## config.mk

```make
export PLATFORM = sky130hd
export DESIGN_NAME = uart_tx
export DESIGN_NICKNAME = d
export VERILOG_FILES = /design/src/rtl/uart_tx.sv
export SDC_FILE = /design/constraint.sdc
export NUM_CORES = 1
export LEC_CHECK = 0
export BUFFER_PORTS_ARGS = -buffer_cell sky130_fd_sc_hd__buf_2
export CORE_ASPECT_RATIO = 1.4
export CORE_MARGIN = 2
export CORE_UTILIZATION = 40
export CTS_CLUSTER_DIAMETER = 100
export CTS_CLUSTER_SIZE = 10
export DETAILED_ROUTE_END_ITERATION = 10
export GPL_TIMING_DRIVEN = 0
export PLACE_DENSITY = 0.61
export SETUP_SLACK_MARGIN = 0.3
export SLEW_MARGIN = 20
export SYNTH_ARGS = -nofsm -noshare
export SYNTH_HDL_FRONTEND = slang
export SYNTH_SLANG_ARGS = --single-unit
```

## constraint.sdc

```tcl
create_clock -name i_clk -period 4.8 [get_ports i_clk]
set_input_delay 0.96 -clock i_clk [delete_from_list [all_inputs] [get_ports i_clk]]
set_output_delay 0.96 -clock i_clk [all_outputs]
set_load 0.02 [all_outputs]
```

## src/rtl/uart_tx.sv

```systemverilog
// -----------------------------------------------------------------------------
// uart_tx -- serial UART transmitter, one bit period per i_clk cycle.
//
// Frame on o_tx_out: start bit (0), DATA_WIDTH payload bits LSB first,
// optional parity bit (even or odd), one stop bit (1). The line idles high.
//
// Ports
//   i_clk        : bit clock (one UART bit per cycle)
//   i_rst        : synchronous active-high reset, wins over a request
//   i_data       : payload, captured only when a request is accepted
//   i_data_valid : send request, honoured only while idle (never queued)
//   i_par_en     : 1 inserts a parity bit after the payload
//   i_par_type   : 0 even parity, 1 odd parity
//   o_tx_out     : registered serial line
//   o_busy       : registered, high from the start bit through the stop bit
// -----------------------------------------------------------------------------
module uart_tx #(
  parameter int DATA_WIDTH = 8
) (
  input  logic                  i_clk,
  input  logic                  i_rst,
  input  logic [DATA_WIDTH-1:0] i_data,
  input  logic                  i_data_valid,
  input  logic                  i_par_en,
  input  logic                  i_par_type,
  output logic                  o_tx_out,
  output logic                  o_busy
);

  localparam int CNT_W = (DATA_WIDTH > 1) ? $clog2(DATA_WIDTH) : 1;
  localparam logic [CNT_W-1:0] CNT_LAST = CNT_W'(DATA_WIDTH - 1);
  localparam logic [CNT_W-1:0] CNT_ONE  = CNT_W'(1);

  typedef enum logic [2:0] {
    S_IDLE   = 3'd0,
    S_START  = 3'd1,
    S_DATA   = 3'd2,
    S_PARITY = 3'd3,
    S_STOP   = 3'd4
  } state_t;

  // Parity bit over the payload: XOR-reduction, inverted for odd parity.
  function automatic logic parity_bit(input logic [DATA_WIDTH-1:0] data,
                                      input logic                  odd);
    return (^data) ^ odd;
  endfunction

  state_t                state_q,    state_d;
  logic [DATA_WIDTH-1:0] data_q,     data_d;
  logic                  par_en_q,   par_en_d;
  logic                  par_type_q, par_type_d;
  logic [CNT_W-1:0]      cnt_q,      cnt_d;
  logic                  tx_q,       tx_d;
  logic                  busy_q,     busy_d;
  logic [CNT_W-1:0]      cnt_nxt;

  assign cnt_nxt  = cnt_q + CNT_ONE;
  assign o_tx_out = tx_q;
  assign o_busy   = busy_q;

  // Next-state logic. The outputs are computed from the state being entered,
  // so the registered line level always matches the registered state.
  always_comb begin
    state_d    = state_q;
    data_d     = data_q;
    par_en_d   = par_en_q;
    par_type_d = par_type_q;
    cnt_d      = cnt_q;
    tx_d       = 1'b1;
    busy_d     = 1'b1;

    case (state_q)
      S_IDLE: begin
        if (i_data_valid) begin
          state_d    = S_START;
          data_d     = i_data;
          par_en_d   = i_par_en;
          par_type_d = i_par_type;
          tx_d       = 1'b0;
          busy_d     = 1'b1;
        end else begin
          tx_d       = 1'b1;
          busy_d     = 1'b0;
        end
      end
      S_START: begin
        state_d = S_DATA;
        cnt_d   = '0;
        tx_d    = data_q[0];
      end
      S_DATA: begin
        if (cnt_q == CNT_LAST) begin
          if (par_en_q) begin
            state_d = S_PARITY;
            tx_d    = parity_bit(data_q, par_type_q);
          end else begin
            state_d = S_STOP;
            tx_d    = 1'b1;
          end
        end else begin
          // Drive the bit the counter will point at after this edge.
          cnt_d = cnt_nxt;
          tx_d  = data_q[cnt_nxt];
        end
      end
      S_PARITY: begin
        state_d = S_STOP;
        tx_d    = 1'b1;
      end
      S_STOP: begin
        state_d = S_IDLE;
        tx_d    = 1'b1;
        busy_d  = 1'b0;
      end
      default: begin
        state_d = S_IDLE;
        tx_d    = 1'b1;
        busy_d  = 1'b0;
      end
    endcase
  end

  // State, latched frame configuration and registered outputs; reset wins.
  always_ff @(posedge i_clk) begin
    if (i_rst) begin
      state_q    <= S_IDLE;
      data_q     <= '0;
      par_en_q   <= 1'b0;
      par_type_q <= 1'b0;
      cnt_q      <= '0;
      tx_q       <= 1'b1;
      busy_q     <= 1'b0;
    end else begin
      state_q    <= state_d;
      data_q     <= data_d;
      par_en_q   <= par_en_d;
      par_type_q <= par_type_d;
      cnt_q      <= cnt_d;
      tx_q       <= tx_d;
      busy_q     <= busy_d;
    end
  end

endmodule

```

Yosys cells after proc, flatten, opt, wreduce, memory -nomap -nowiden
Cells that the tools add are included.
{"block": "totals", "inputBits": 13, "output_inout_bits": 2, "register_bits": 18, "word_cells": 38}
{"block": "classes", "mux": 14, "addsub": 1, "order_cmp": 1, "n_reduce_logical": 7, "bitwise_logic": 1, "eq_ne": 7}
{"cell": "2-to-1 mux 3 bit", "count": 4}
{"cell": "case mux 3 bit (4 select lines)", "count": 1}
{"cell": "parity 8 bit", "count": 1}
{"cell": "== test 3 x 2 -> 1 bit (second input constant)", "count": 2}
{"cell": "!= test 2 bit (second input constant)", "count": 3}
{"cell": "case mux 3 bit (2 select lines)", "count": 1}
{"cell": "AND reduction 2 bit", "count": 3}
{"cell": "2-to-1 mux 1 bit", "count": 5}
{"cell": "less-than comparator 3 x 4 -> 1 bit (second input constant)", "count": 1}
{"cell": "adder 3 x 1 -> 3 bit (second input constant)", "count": 1}
{"cell": "binary-select mux 1 bit (select 3 bit)", "count": 1}
{"cell": "== test 3 x 1 -> 1 bit (second input constant)", "count": 1}
{"cell": "== test 3 bit (second input constant)", "count": 1}
{"cell": "zero test 3 bit", "count": 1}
{"cell": "case mux 1 bit (3 select lines)", "count": 1}
{"cell": "OR reduction 3 bit", "count": 1}
{"cell": "case mux 1 bit (2 select lines)", "count": 1}
{"cell": "nonzero test 2 bit", "count": 1}
{"cell": "XOR 1 bit", "count": 1}

Logic depth before layout (Yosys ltp)
Gate-level depths: netlist (run 1).
{"block": "logic_depth", "word_depth": 5, "mapped_depth": 6, "mapped_depth_nobuf": 6}

Worst setup path after synthesis (run 1)
No wires, ideal clock.
{"block": "synth_path", "kind": "flip-flop to flip-flop", "start": "reg cnt_q[0]", "end": "reg tx_q (netlist: o_tx_out)", "n_path_buf": 0, "synth_period_minus_slack_ns": 1.973, "path_slack_ns": 2.827, "arrival_time_ns": 1.853, "path_stages_with_launch": 7, "setup_time_ns": 0.119, "t_required_ns": 4.681, "path_cell_list": "dfxtp_1 > ha_1 > ha_1 > mux2_2 > mux4_2 > o21ai_1 > a21oi_2"}
{"block": "synth_between", "elab_chain_cells": 5, "elab_cells_between_ends": 6, "cone_classes": "add/sub: 1; eq/ne: 1; mux: 4"}
{"element": "start: declaration", "line": "52", "rtl": "logic [CNT_W-1:0] cnt_q, cnt_d;"}
{"element": "start signal: assignment", "line": "138", "rtl": "cnt_q <= cnt_d;"}
{"element": "adder 3 x 1 -> 3 bit", "line": "57", "rtl": "assign cnt_nxt = cnt_q + CNT_ONE;"}
{"element": "binary-select mux 1 bit (select 3 bit)", "line": "103", "rtl": "tx_d = data_q[cnt_nxt];"}
{"element": "2-to-1 mux 1 bit (implied by the code)", "line": "103"}
{"element": "2-to-1 mux 1 bit (*)", "line": "92", "rtl": "if (cnt_q == CNT_LAST) begin"}
{"element": "case mux 1 bit (3 select lines) (*)", "line": "72", "rtl": "case (state_q)"}
{"element": "end signal: assignment", "line": "139", "rtl": "tx_q <= tx_d;"}
{"element": "end: declaration", "line": "53", "rtl": "logic tx_q, tx_d;"}
Every way passes the cells marked *; elsewhere a longest branch is shown, timed or not. The select of a mux whose other input is x is not followed.
A chain may end at the register's enable or synchronous reset.

Final worst setup path (run 1)
Ends and elaborated chain as after synthesis.

==> results of run 1 <==
## cell type report
type | instances | area, µm² | area share (%)
plain buffers | 5 | 22.5 | 2.06
clock buffers | 3 | 22.5 | 2.06
inverters | 1 | 3.75 | 0.344
multi-input cells | 78 | 584 | 53.5
flip-flops and latches | 18 | 360 | 33.0
well taps | 23 | 28.8 | 2.63
repair buffers | 14 | 70.1 | 6.41
## sequential cells by signal, indices dropped and copies added, names as in the netlist
signal,flops
data_q,8
cnt_q,3
state_q,3
o_busy,1
o_tx_out,1
par_en_q,1
par_type_q,1
## critical path, stage by stage (launching register included)
cell and delay (ns):
dfxtp_1 0.37, ha_1 0.22, ha_1 0.38, mux2_1 0.35, mux4_2 0.46, o21ai_1 0.17, a21oi_2 0.07
## through the flow
step | utilization (%) | instance area [µm²] | std cells | hold WS, ns
after floorplan | - | 971 | 102 | 0.454
after CTS | 46.7 | 1090 | 142 | 0.492
after detailed placement | 45.7 | 1070 | 139 | 0.478
after global routing | 46.7 | 1090 | 142 | 0.523
after global placement | 45.7 | 1070 | 139 | 0.471
final | 46.7 | 1090 | 142 | 0.488
## power groups by stage
| stage | clock, mW | sequential (mW) | combinational [mW] |
|---|---|---|---|
| after floorplan | 0 | 0.168 | 0.0461 |
| after global placement | 0 | 0.168 | 0.0607 |
| after detailed placement | 0 | 0.168 | 0.0616 |
| after CTS | 0.0778 | 0.165 | 0.0622 |
| after global routing | 0.0836 | 0.166 | 0.0693 |
| final | 0.0740 | 0.164 | 0.0616 |
## synthesized netlist by cell type, drive strengths merged
master,instances,area (µm²)
xor2,1,8.76
xnor3,2,45.0
nor3,3,20.0
mux2i,3,30.0
nor4b,1,23.8
nor3b,2,15.0
or2,1,6.26
mux4,1,22.5
dfxtp,18,360
clkbuf,2,7.51
nand2b,1,6.26
or3b,2,17.5
and2,2,12.5
buf,3,15.0
nand2,21,78.8
xor3,1,23.8
xnor2,2,17.5
o21ai,1,5.00
a2111oi,2,18.8
nor2,4,15.0
o21bai,1,7.51
a21oi,15,90.1
nor2b,2,12.5
or4b,1,10.0
inv,1,3.75
nor4,1,6.26
ha,2,25.0
a31oi,1,6.26
mux2,5,60.1
## kinds of logic after synthesis
group	Yosys count	share of synthesized area, %
compound gates	20	13.1
buf+inv	6	2.71
xor+xnor	6	9.79
flops	18	37.1
fa+ha+maj	2	2.58
mux	9	11.6
simple gates	41	23.1
## layer usage
layer / vias to the layer above / part of all wire [%]
met5: - / 0
met4: 0 / 2.3
met3: 5 / 3.4
met2: 14 / 53
met1: 350 / 41
li1: 390 / -
## worst max path at each step
stage               startpoint       end
floorplan             cnt_q[0]  o_tx_out
global placement         i_rst  o_tx_out
detailed placement       i_rst  o_tx_out
CTS                   cnt_q[0]  o_tx_out
global route          cnt_q[0]  o_tx_out
finish                cnt_q[0]  o_tx_out
==> impl_metrics.tcl, run 1 <==
set metrics [dict create \
    io_pins 15 \
    whs_path_depth 2 \
    synth_cell_types 35 \
    drc 0 \
    worstPathMaxFanout 5 \
    die-area_mm2 0.00284 \
    root_buffer "clkbuf_4" \
    core-area_mm2 0.00234 \
    switchingPower_mw 0.0803 \
    min-delay-start "data_q[7]" \
    grt_usage_pct 15.0 \
    p_leak_nw 0.457 \
    initial_core_util_pct 41.5 \
    rows 21 \
    syn_area_per_cell_um2 9.52 \
    hold_end "data_q[7]" \
    syn2layout_area_growth_pct 12.5 \
    drt-vias-per-instance 5.35 \
    busiest_layer "met2" \
    start_kind "register" \
    end_kind "register" \
    pwr-share-comb_pct 20.5 \
    drt_iter0_markers 8 \
    finalPower_mw 0.300 \
    finClkSkew_ns 0.00219 \
    grt_pass1_wl_um 3170 \
    dieHeight_um 62.3 \
    arrival_ns 2.30 \
    place_congestion 0.776 \
    fin_ws_ns 2.68 \
    drtPass1Iterations 4 \
    drtAntennaViolNets 0 \
    layout.nets 136 \
    reg2reg_slack_ns 2.68 \
    period_needed_ns 2.12 \
    h-tree-depth 1 \
    fillers 224 \
    final_common_cell "nand2_1" \
    rsz0062_at_grt "no" \
    post-cts-setup-buffers 0 \
    drive_gt1_share_pct 23.5 \
    min_path_type "reg2reg" \
    grt_use_met1_pct 16.2 \
    port_buffers 14 \
    timing.max_cap.violations 0 \
    setup_viol_count_final 0 \
    cts_buffer_depth 2 \
    r2r_cells 6 \
    cts_hold_buf 0 \
    r2r_end "o_tx_out" \
    use_met2_pct 25.5 \
    max_freq_mhz 473 \
    dpl.hpwl_um 1390 \
    drv_slew 0 \
    tightest_slew_ns 0.565 \
    final_cell_mix "nand2_1 (21), dfxtp_1 (18), buf_2 (17)" \
    cp_data_required_time_ns 4.99 \
    irDropWorstVdd_uv 165 \
    cts_buffers 3 \
    post_synth_inst_count 102 \
    relSlewSlack_pct 62.2 \
    period_share_pct 44.1 \
    wl_um 1760 \
    r2r-start "cnt_q[0]" \
    antenna_found_initial 0 \
    timing.final.hold_violations 0 \
    post_cts_resize_count 0 \
    power_density_mw_per_mm2 275 \
    ys_ff_latch 18 \
    seq_area_frac_synth_pct 37.1 \
    crit_type "reg2reg" \
    synth_nets 117 \
    place_ws_ns 2.57 \
    grtUsageMet3_pct 4.07 \
    clk_pin_slew_ns 0.10 \
    grt_max_degree 11 \
    clock_sinks 18 \
    wl_per_cell_um 12.4 \
    swShare_pct 26.8 \
    p_clk_share_pct 24.7 \
    clock_latency_ns 0.29 \
    p_seq_share_pct 54.8 \
    synth_warnings 0 \
    tns_ns 0 \
    n_antenna_cell 0 \
    grt.overflow.total 0 \
    status "finished, final reports clean" \
    dr_total_vias 759 \
    syn_area_um2 971 \
    cts_tree "built" \
    dieWidth_um 45.6 \
    first_global_vias 778 \
    intPower_mw 0.220 \
]
Note: power is estimated with default switching activity, not from simulation.
==> run 2, diff against run 1 <==
--- a/config.mk
+++ b/config.mk
@@ -5,6 +5,7 @@
 export SDC_FILE = /design/constraint.sdc
 export NUM_CORES = 1
 export LEC_CHECK = 0
+export ABC_AREA = 1
 export BUFFER_PORTS_ARGS = -buffer_cell sky130_fd_sc_hd__buf_2
 export CORE_ASPECT_RATIO = 1.4
 export CORE_MARGIN = 2
==> constraint.sdc (replaced) <==
create_clock -name i_clk -period 2 [get_ports i_clk]
set_input_delay 0.4 -clock i_clk [delete_from_list [all_inputs] [get_ports i_clk]]
set_output_delay 0.4 -clock i_clk [all_outputs]
set_load 0.02 [all_outputs]
==> run 2 against run 1 <==
Compared with the run above: sequential share of layout area barely moved; area after synthesis is 0.77% lower; combinational power rose to 11 times the previous value; worst hold slack worse by 0.12 ns; sequential cell count stayed put; total power grew to 4.9 times the previous value; critical path depth grew 4; sequential power rose to 3.4 times the previous value; routed wire length increased by 14%; largest cell class unchanged; non-clock buffer count down 4; cell area rose by 0.11%; via count up 21%.
==> impl_metrics.tcl, run 2 <==
set metrics [dict create \
    postPlaceCellArea_mm2 0.00106 \
    whs_ns 0.372 \
    drtAntennaViolNets 0 \
    synth_warnings 0 \
    tns_ns 0 \
    finalPower_mw 1.48 \
    drc 0 \
    irDropWorstVdd_uv 668 \
    final-seq-area_um2 360 \
    status "finished, final reports clean" \
    die-area_mm2 0.00282 \
    end_kind "register" \
    final_common_cell "nand2_1" \
    final_cell_count_no_fill 183 \
    period_share_pct 72.0 \
    antenna_found_initial 0 \
    final_cell_mix "nand2_1 (42), inv_1 (21), a21oi_1 (19)" \
    io_pins 15 \
    dieWidth_um 45.5 \
    min-delay-start "i_par_en" \
    largestRegisters "data_q (8), cnt_q (3), state_q (3)" \
    crit_type "reg2reg" \
    post_cts_resize_count 0 \
    grt_usage_pct 15.7 \
    hold_end "par_en_q" \
    synth_most_common_cell "nand2_1" \
    synth_top_cell_by_area "dfxtp_1" \
    period_needed_ns 1.44 \
    fin_ws_ns 0.561 \
    cts_buffer_depth 2 \
    syn_area_per_cell_um2 6.74 \
    synth_nets 158 \
    arrival_ns 1.63 \
    cts_hold_buf 0 \
    dieHeight_um 62.1 \
    ys_async_sr_fraction_pct 0 \
    synth_common_cells "nand2_1 (42), inv_1 (21), a21oi_1 (19)" \
    grt_max_degree 11 \
    timing.max_cap.violations 0 \
    h-tree-depth 1 \
    drt_iter0_markers 24 \
    reg2reg_slack_ns 0.56 \
    n_antenna_cell 0 \
    place_congestion 0.829 \
    place_ws_ns 0.571 \
    finClkSkew_ns 0.00209 \
    rsz0062_at_grt "no" \
    final_area_mm2 0.00109 \
    p_leak_nw 0.512 \
    dr_total_vias 917 \
    clk_pin_slew_ns 0.10 \
    fillers 243 \
    post_synth_inst_count 143 \
    cts_buffers 3 \
    whs_path_depth 3 \
    first_global_vias 810 \
    synth_cell_types 18 \
    drive_gt1_share_pct 18.1 \
    syn2layout_area_growth_pct 13.5 \
    min_path_type "in2reg" \
    drtPass1Iterations 4 \
    core-area_mm2 0.00234 \
    r2r_cells 10 \
    setup_viol_count_final 0 \
    seq_area_frac_synth_pct 37.4 \
    grt_pass1_wl_um 3280 \
    drv_slew 0 \
    initial_core_util_pct 41.2 \
    synth-edff-count 0 \
    synth_ff_type "dfxtp_1" \
    r2r_end "o_tx_out" \
    max_freq_mhz 695 \
    syn_area_um2 963 \
    wl_per_cell_um 11.0 \
    multi_input_area_um2 502 \
    yosysTopAreaCellShare_pct 37.4 \
    ys_ff_latch 18 \
    wl_um 2010 \
    tightest_slew_ns 0.429 \
    post-cts-setup-buffers 0 \
    largest_register "data_q" \
    port_buffers 13 \
    cp_data_required_time_ns 2.19 \
    power_density_mw_per_mm2 1350 \
    cts_tree "built" \
    root_buffer "clkbuf_4" \
    layout.nets 176 \
    fin_util_pct 46.8 \
    worstPathMaxFanout 7 \
    rows 21 \
    dpl.hpwl_um 1550 \
    relSlewSlack_pct 71.4 \
    r2r-start "cnt_q[0]" \
    grt.overflow.total 0 \
    drt-vias-per-instance 5.01 \
    clock_latency_ns 0.29 \
    timing.final.hold_violations 0 \
    synth.area.top_cells "dfxtp_1 (37%), nand2_1 (16%), a21oi_1 (9.9%)" \
    placed_cells 179 \
    clock_sinks 18 \
    start_kind "register" \
    largest_reg_flops 8 \
]
-- run 2: cells by family after synthesis --
kind of cell	share of synthesized area (%)
buffers and inverters	10.5
DFF	37.4
adders and majority gates	2.60
AOI/OAI and AO/OA	19.3
and+or+nand+nor	30.1
-- run 2: how the worst max path moves through the flow --
| stage | startpoint | endpoint | slack [ns] | cells after the start |
|---|---|---|---|---|
| 6_report | cnt_q[0] | o_tx_out | 0.56 | 10 |
| 2_1_floorplan | cnt_q[0] | o_tx_out | 0.71 | 10 |
| 4_1_cts | cnt_q[0] | o_tx_out | 0.56 | 10 |
| 3_3_place_gp | cnt_q[0] | o_tx_out | 0.57 | 10 |
| 5_1_grt | cnt_q[0] | o_tx_out | 0.42 | 10 |
| 3_5_place_dp | cnt_q[0] | o_tx_out | 0.57 | 10 |
-- run 2: critical path, stage by stage (launching register included) --
cell and delay, ns:
dfxtp_1 0.38, ha_1 0.36, inv_1 0.07, a21oi_1 0.11, o21ai_0 0.09, nand2_1 0.07
nand2_1 0.04, nand2_1 0.06, a21oi_1 0.07, nand2_1 0.06, nand2_1 0.04
-- run 2: power breakdown --
part	internal (mW)	switching, mW
Clock	0.111	0.112
Sequential	0.460	0.0995
Combinational	0.254	0.444
Total	0.825	0.656
-- run 2: final cells by class --
cell class | count | share of cell area, %
multi-input combinational | 100 | 45.9
clock buffer | 4 | 3.32
timing repair buffer | 13 | 5.95
inverter | 23 | 7.89
sequential | 18 | 33.0
tap | 23 | 2.63
buffer | 2 | 1.37
-- run 2: per-layer routing --
layer	up-vias	GRT usage, %	part of all wire (%)
met1	410	19.3	47
met4	0	5.04	0.65
li1	497	-	-
met2	8	28.0	50
met3	2	1.73	1.8
met5	-	0	0
==> run 3, diff against run 2 <==
--- a/config.mk
+++ b/config.mk
@@ -14,7 +14,7 @@
 export CTS_CLUSTER_SIZE = 10
 export DETAILED_ROUTE_END_ITERATION = 10
 export GPL_TIMING_DRIVEN = 0
-export PLACE_DENSITY = 0.61
+export PLACE_DENSITY = 0.63
 export SETUP_SLACK_MARGIN = 0.3
 export SLEW_MARGIN = 20
 export SYNTH_ARGS = -nofsm -noshare
==> constraint.sdc (replaced) <==
create_clock -name i_clk -period 1.3 [get_ports i_clk]
set_input_delay 0.26 -clock i_clk [delete_from_list [all_inputs] [get_ports i_clk]]
set_output_delay 0.26 -clock i_clk [all_outputs]
set_load 0.02 [all_outputs]
==> run 3 against run 2 <==
Compared with the run above: combinational power increased by 100%; clock power rose by 59%; fmax up 12%.
==> impl_metrics.tcl, run 3 (synthesis results as in run 2) <==
set metrics [dict create \
    place_ws_ns -0.0000286 \
    r2r_cells 10 \
    drv_slew 0 \
    drtAntennaViolNets 0 \
    largest_register "data_q" \
    timing.final.hold_violations 0 \
    grt_pass1_wl_um 3490 \
    r2r_end "o_tx_out" \
    drt-vias-per-instance 5.12 \
    root_buffer "clkbuf_4" \
    tightest_slew_ns 0.516 \
    syn2layout_area_growth_pct 30.3 \
    grt_usage_pct 17.0 \
    end_kind "register" \
    worstPathMaxFanout 4 \
    cts_hold_buf 0 \
    dieWidth_um 45.5 \
    layout.nets 182 \
    timing.max_cap.violations 0 \
    fillers 225 \
    final_cell_mix "nand2_1 (41), inv_1 (18), a21oi_1 (15)" \
    cts_buffers 3 \
    finalPower_mw 2.64 \
    reg2reg_slack_ns 0.02 \
    clock_latency_ns 0.30 \
    initial_core_util_pct 41.2 \
    period_needed_ns 1.28 \
    drt_iter0_markers 27 \
    period_share_pct 98.5 \
    die-area_mm2 0.00282 \
    clock_sinks 18 \
    cp_data_required_time_ns 1.51 \
    whs_path_depth 3 \
    crit_type "reg2reg" \
    dr_total_vias 968 \
    largestRegisters "data_q (8), cnt_q (3), state_q (3)" \
    drtPass1Iterations 4 \
    setup_viol_count_final 0 \
    clk_pin_slew_ns 0.10 \
    n_antenna_cell 0 \
    largest_reg_flops 8 \
    max_freq_mhz 781 \
    status "finished, final reports clean" \
    tns_ns 0 \
    rsz0062_at_grt "yes" \
    place_congestion 0.849 \
    io_pins 15 \
    min-delay-start "i_data[3]" \
    final_common_cell "nand2_1" \
    arrival_ns 1.49 \
    grt_max_degree 11 \
    fin_ws_ns 0.0194 \
    relSlewSlack_pct 65.6 \
    cts_buffer_depth 2 \
    port_buffers 13 \
    p_leak_nw 0.554 \
    r2r-start "cnt_q[0]" \
    grt.overflow.total 0 \
    wl_per_cell_um 12.2 \
    finClkSkew_ns 0.00117 \
    wl_um 2300 \
    dpl.hpwl_um 1540 \
    antenna_found_initial 0 \
    start_kind "register" \
    rows 21 \
    hold_end "data_q[3]" \
    drive_gt1_share_pct 32.5 \
    cts_tree "built" \
    core-area_mm2 0.00234 \
    min_path_type "in2reg" \
    dieHeight_um 62.1 \
    h-tree-depth 1 \
    drc 0 \
    irDropWorstVdd_uv 1330 \
    power_density_mw_per_mm2 2110 \
    first_global_vias 850 \
    fin_util_pct 53.7 \
]
==> run 3: changes by cell type in the layout (fill, tap and decap cells not counted), moves of 3 or more <==
| cell | before | now |
|---|---|---|
| dfxtp_1 | 18 | 11 |
| dfxtp_2 | 0 | 6 |
| a21oi_1 | 19 | 15 |
| a21oi_2 | 0 | 4 |
| buf_4 | 0 | 4 |
| nand2_4 | 0 | 4 |
| buf_6 | 1 | 4 |
| inv_1 | 21 | 18 |
| o21ai_0 | 13 | 10 |
| o21ai_1 | 0 | 3 |
==> run 3: area by class of cell <==
cell class,count,area (µm²),share of cell area [%]
sequential,18,372,29.6
multi-input combinational,101,593,47.3
tap,23,28.8,2.29
buffer,2,15.0,1.20
inverter,23,91.3,7.28
clock buffer,4,36.3,2.89
timing repair buffer,18,119,9.47
==> run 3: critical path, stage by stage, from the launching register on <==
cell and delay [ns]:
dfxtp_4 0.36, ha_4 0.29, inv_4 0.04, a21oi_2 0.08
o21ai_1 0.07, nand2_1 0.06, nand2_1 0.05, nand2_1 0.08
a21oi_2 0.05, nand2_1 0.05, nand2_1 0.04
==> run 3: how the worst max path moves through the flow <==
stage	start	end	slack [ns]
finish	cnt_q[0]	o_tx_out	0.02
global route	cnt_q[0]	o_tx_out	-0.07
CTS	cnt_q[0]	o_tx_out	0.02
detailed placement	cnt_q[0]	o_tx_out	-0.00003
global placement	cnt_q[0]	o_tx_out	0.01
floorplan	cnt_q[0]	o_tx_out	0.1
==> run 3: repair_timing <==
action,4_1_cts,5_1_grt
setup buffers,3,2
resized for setup,11,12
setup endpoints to repair,19,19
cloned,0,1
pin swaps,6,5
==> run 3: per-stage QoR <==
stage / hold WS, ns / std cells / area, µm²
3_5_place_dp: 0.463 / 179 / 1090
4_1_cts: 0.218 / 186 / 1200
2_1_floorplan: 0.424 / 143 / 998
6_report: 0.221 / 189 / 1250
3_3_place_gp: 0.464 / 179 / 1090
5_1_grt: 0.220 / 189 / 1250
==> run 3: metal layers <==
layer	track usage (%)	routed length, µm
met3	2.60	62
met4	6.30	35
met5	0	0
met2	29.0	1220
met1	21.2	976
==> run 3: power breakdown <==
part	switching, mW	internal [mW]
registers	0.169	0.722
clock network	0.182	0.171
logic	0.839	0.560
total	1.19	1.45
